==> src/rtl/uart_tx_fifo.sv <==
// 8N1 UART transmitter (LSB first) fed by a small byte FIFO.
// Queued bytes go out back-to-back at DIV_CNT+1 clocks per bit.
`ifndef UartDivCnt
`define UartDivCnt 3
`endif

module uart_tx_fifo #(
  parameter int DIV_CNT    = `UartDivCnt,
  parameter int FIFO_DEPTH = 4,
  parameter int FIFO_AW    = 2
) (
  input  logic       clk,
  input  logic       rst_n,
  input  logic       tx_start,
  input  logic [7:0] tx_data,
  output logic       tx_ready,
  output logic       tx_busy,
  output logic       tx_end,
  output logic       tx
);

  localparam int DW = (DIV_CNT < 1) ? 1 : $clog2(DIV_CNT + 1);
  localparam logic [DW-1:0] DIV_MAX = DW'(DIV_CNT);
  localparam logic [FIFO_AW:0] FULL_CNT = (FIFO_AW + 1)'(FIFO_DEPTH);

  typedef enum logic [1:0] {IDLE, START, DATA, STOP} state_t;

  state_t state, state_next;

  logic [7:0]         mem [FIFO_DEPTH];
  logic [FIFO_AW-1:0] wr_ptr, rd_ptr;
  logic [FIFO_AW:0]   count;
  logic               push, pop;
  logic               fifo_has_data;

  logic [7:0]    shift_reg;
  logic [2:0]    bit_cnt;
  logic [DW-1:0] div_cnt;
  logic          bit_tick;

  logic tx_next, end_next, load_shift, shift_en, bit_clr, bit_inc;

  assign fifo_has_data = (count != '0);
  assign tx_ready      = (count != FULL_CNT);
  assign tx_busy       = (state != IDLE) || fifo_has_data;
  assign push          = tx_start && tx_ready;
  assign bit_tick      = (div_cnt == DIV_MAX);

  // Storage needs no reset: pointers and count decide which entries are valid.
  always_ff @(posedge clk) begin
    if (push) mem[wr_ptr] <= tx_data;
  end

  always_ff @(posedge clk or negedge rst_n) begin
    if (!rst_n) begin
      wr_ptr <= '0;
      rd_ptr <= '0;
      count  <= '0;
    end else begin
      if (push) wr_ptr <= wr_ptr + FIFO_AW'(1);
      if (pop)  rd_ptr <= rd_ptr + FIFO_AW'(1);
      case ({push, pop})
        2'b10:   count <= count + (FIFO_AW + 1)'(1);
        2'b01:   count <= count - (FIFO_AW + 1)'(1);
        default: count <= count;
      endcase
    end
  end

  always_ff @(posedge clk or negedge rst_n) begin
    if (!rst_n) state <= IDLE;
    else        state <= state_next;
  end

  always_comb begin
    state_next = state;
    case (state)
      IDLE:  if (fifo_has_data) state_next = START;
      START: if (bit_tick) state_next = DATA;
      DATA:  if (bit_tick && bit_cnt == 3'd7) state_next = STOP;
      STOP:  if (bit_tick) state_next = fifo_has_data ? START : IDLE;
      default: state_next = IDLE;
    endcase
  end

  // A pop from STOP chains straight into the next start bit with no idle gap.
  always_comb begin
    pop        = 1'b0;
    tx_next    = tx;
    end_next   = 1'b0;
    load_shift = 1'b0;
    shift_en   = 1'b0;
    bit_clr    = 1'b0;
    bit_inc    = 1'b0;
    case (state)
      IDLE: begin
        tx_next = 1'b1;
        if (fifo_has_data) begin
          pop        = 1'b1;
          load_shift = 1'b1;
          tx_next    = 1'b0;
        end
      end
      START: begin
        if (bit_tick) begin
          tx_next = shift_reg[0];
          bit_clr = 1'b1;
        end
      end
      DATA: begin
        if (bit_tick) begin
          if (bit_cnt == 3'd7) begin
            tx_next = 1'b1;
          end else begin
            tx_next  = shift_reg[1];
            shift_en = 1'b1;
            bit_inc  = 1'b1;
          end
        end
      end
      STOP: begin
        if (bit_tick) begin
          end_next = 1'b1;
          if (fifo_has_data) begin
            pop        = 1'b1;
            load_shift = 1'b1;
            tx_next    = 1'b0;
          end
        end
      end
      default: tx_next = 1'b1;
    endcase
  end

  always_ff @(posedge clk or negedge rst_n) begin
    if (!rst_n) begin
      tx        <= 1'b1;
      tx_end    <= 1'b0;
      shift_reg <= '0;
      bit_cnt   <= '0;
      div_cnt   <= '0;
    end else begin
      tx     <= tx_next;
      tx_end <= end_next;
      if (load_shift)    shift_reg <= mem[rd_ptr];
      else if (shift_en) shift_reg <= {1'b0, shift_reg[7:1]};
      if (bit_clr)       bit_cnt <= '0;
      else if (bit_inc)  bit_cnt <= bit_cnt + 3'd1;
      if (state == IDLE || bit_tick) div_cnt <= '0;
      else                           div_cnt <= div_cnt + DW'(1);
    end
  end

endmodule

==> config.mk <==
export PLATFORM = sky130hd
export DESIGN_NAME = uart_tx_fifo
export DESIGN_NICKNAME = d
export VERILOG_FILES = /design/src/rtl/uart_tx_fifo.sv
export SDC_FILE = /design/constraint.sdc
export NUM_CORES = 1
export LEC_CHECK = 0
export CORE_MARGIN = 3
export CORE_UTILIZATION = 55
export DETAILED_ROUTE_END_ITERATION = 10
export HOLD_SLACK_MARGIN = 0.15
export PLACE_DENSITY = 0.85
export SKIP_CTS_REPAIR_TIMING = 1
export SYNTH_ARGS = -nofsm -noshare
export SYNTH_HDL_FRONTEND = slang
export SYNTH_SLANG_ARGS = --single-unit
==> constraint.sdc <==
create_clock -name clk -period 3.2 [get_ports clk]
set_input_delay 0.64 -clock clk [delete_from_list [all_inputs] [get_ports clk]]
set_output_delay 0.64 -clock clk [all_outputs]
set_load 0.02 [all_outputs]
==> flow_metrics.py <==
metrics = {
    "layout": {
        "areaGrowthSynthToFinish_pct": 11.00,
        "drive_above_1_share_pct": 14.13,
        "design_area_um2": 2765,
        "insertedDiodeCount": 0,
        "final_core_util_pct": 66.27,
        "seq_area_um2": 1563,
        "num-nets-final": 208,
        "largest_register_ffs": 32,
        "fillers": 278,
        "multiInputGateArea_um2": 853.3,
    },
    "yosys": {
        "synth_cell_type_count": 34,
        "syn_area_per_cell_um2": 15.10,
        "synth_top_family_by_area": "multiplexers",
        "synth-seq-area-share_pct": 62.73,
        "yosys_register_bits": 56,
        "netlist_area_um2": 2491,
        "synth_fa_ha_area_share_pct": 7.333,
        "syn_inst": 165,
        "yosys_warnings": 0,
        "synth.net_count": 190,
        "synth_compound_area_share_pct": 5.324,
        "synth.area.mux_share_pct": 11.75,
        "synth-simple-area-share_pct": 7.383,
        "synth-xor-area-share_pct": 2.461,
    },
    "placement": {
        "hpwl_um": 2846,
        "placed_cell_area_um2": 2671,
        "pre_cts_ws_ns": 0.7276,
        "port_buffers": 14,
        "place_congestion": 0.8028,
    },
    "sta": {
        "fin_ws_ns": 0.6839,
        "grt_setup_unrepaired": "false",
        "period_minus_slack_ns": 2.516,
        "worst_slew_pin_slew_ns": 0.6508,
        "finalSetupViolCount": 0,
        "tns_ns": 0,
        "slew_violations": 0,
        "finClkSkew_ns": 0.005411,
        "hold_viol_final": 0,
        "max_freq_mhz": 397.4,
        "slew_headroom_pct": 56.48,
        "period_share_pct": 78.63,
    },
    "flow_run": {
        "drv_cap": 0,
    },
    "power": {
        "peakVddDrop_mv": 0.5195,
        "power_density_nw_per_um2": 921.7,
        "p_leak_nw": 1.132,
    },
    "worst_setup_path": {
        "rr_startpoint": "state[0]",
        "reg2reg_depth": 10,
        "startpoint_type": "register",
        "crit_family": "buffers and inverters",
        "endpoint_kind": "output pin",
        "crit_arrival_ns": 1.88,
        "critical_path_buf_inv_count": 2,
        "rrSetupSlack_ns": 0.71,
        "reg2reg_to": "count[2]",
        "critical_path_required_ns": 2.56,
        "crit_path_top_delay_cell": "clkdlybuf4s50_1",
        "crit_type": "register to output pin",
        "worstPathMaxFanout": 5,
        "worst_path_largest_cell_delay_ns": 0.61,
        "cp_cell_sequence": "inv_1 > ha_1 > nand2_1 > clkdlybuf4s50_1",
    },
    "drt": {
        "totalWireLength_um": 4037,
        "dr_total_vias": 1369,
        "drt_pass1_iterations": 4,
        "drc": 0,
        "drtAntennaViolNets": 0,
        "first_iter_violations": 116,
        "via_per_inst": 5.850,
        "wire_per_inst_um": 17.25,
    },
    "die": {
        "rows": 23,
        "die_width_um": 73.30,
        "io_pins": 15,
        "die_y_um": 73.30,
        "start_util_pct": 59.70,
        "dieArea_um2": 5373,
        "core_um2": 4173,
    },
    "hold_path": {
        "min_from": "div_cnt[0]",
        "hold_path.class": "register to register",
        "min_path_cells": 1,
        "whs_endpoint": "div_cnt[0]",
    },
    "clocking": {
        "cts_tree": "done",
        "clk_latency_ns": 0.31,
        "cts_buffers": 5,
        "clkTransAtPathRegs_ns": 0.10,
        "clock-sinks": 56,
        "cts-root-buf": "clkbuf_8",
        "cts.htree.levels": 2,
        "cts_buffer_depth": 2,
    },
    "global_route": {
        "grt_max_degree": 25,
        "grt_pass1_wl_um": 6762,
        "overflow": 0,
        "antenna_found_initial": 0,
        "grtUsageTotal_pct": 17.03,
        "grt_pass1_vias": 1390,
    },
    "outcome": {
        "outcome": "finished clean",
    },
}
## cells in the final DEF, fill, tap and decap left out, types with 2 or more instances in the layout
cell type,n
mux2_2,2
nor3_1,2
o22ai_1,2
mux4_2,8
dfrtp_1,23
ha_1,13
o21ai_0,11
and2_1,2
buf_4,2
inv_6,2
nand2_1,13
clkbuf_8,5
nor3_2,2
and3_1,4
mux2i_1,9
nor2_1,2
clkdlybuf4s50_1,14
xor2_1,4
a21oi_1,5
inv_1,10
edfxtp_1,32
xnor2_1,3
## cells in the mapped netlist
cell       number  area share [%]
mux2_2          2            0.90
nor2_1          2            0.30
nand2b_1        1            0.25
xor2_1          4             1.4
dfstp_2         1             1.1
inv_1          10             1.5
nor3b_1         1            0.30
nor3_4          1            0.65
a22o_1          1            0.35
buf_1           1            0.15
a2bb2oi_1       1            0.35
a211oi_2        1            0.50
mux4_2          8             7.2
o22ai_1         2            0.50
ha_1           13             6.5
nand3_2         1            0.40
edfxtp_1       32              39
xnor2_1         3             1.1
and2_1          2            0.50
nor2b_1         1            0.25
nor3_1          2            0.40
buf_4           3            0.90
dfrtp_1        23              23
nor3_2          2            0.80
a21oi_1         5             1.0
a221o_1         1            0.40
mux2i_1         9             3.6
fa_1            1            0.80
o21ai_0        11             2.2
buf_6           1            0.45
and3_1          4             1.0
nand2_1        13             2.0
or3_1           1            0.25
nand3b_1        1            0.30
## layer usage
metal	wire, µm	part of all wire, %	global-route usage [%]
met5	0	0	0
met4	113	2.8	6.640
met2	2016	50	28.10
met3	181	4.5	3.694
met1	1725	43	22.16
## through the flow
stage,hold slack [ns],cells,power [mW]
finish,0.4603,234,2.549
global route,0.4652,234,2.716
CTS,0.4577,234,2.570
detailed placement,0.4438,226,2.172
global placement,0.4309,226,2.075
floorplan,0.3444,165,1.924
## where the power goes
part           internal [mW]  total, mW  switching, mW
registers               1.01       1.19          0.180
logic                  0.467      0.965          0.498
clock network          0.160      0.394          0.234
## cells by family (layout without fill, tap and decap cells)
kind of cell             after synthesis  in the layout
XOR/XNOR                               7              7
flip-flops                            56             56
AND/OR/NAND/NOR                       32             32
buffers and inverters                 15             34
adder cells (fa/ha/maj)               14             14
multiplexers                          19             19
AO/OA/AOI/OAI                         22             22
## how the worst max path moves through the flow
stage	depth (start not counted)	endpoint	startpoint	slack (ns)
floorplan	10	count[2]	state[0]	0.86
global placement	9	count[2]	tx_start	0.81
detailed placement	9	count[2]	tx_start	0.73
CTS	4	tx_busy	state[0]	0.71
global route	10	count[2]	state[0]	0.55
finish	4	tx_busy	state[0]	0.68
## cell type report
| cell class | instances | area share [%] |
|---|---|---|
| Inverter | 10 | 1.357 |
| Multi-Input combinational cell | 94 | 30.86 |
| Clock inverter | 3 | 0.9050 |
| Timing Repair Buffer | 16 | 5.611 |
| Sequential cell | 56 | 56.52 |
| Tap cell | 50 | 2.262 |
| Clock buffer | 5 | 2.489 |
No activity file was read; power rests on OpenSTA's default activity.
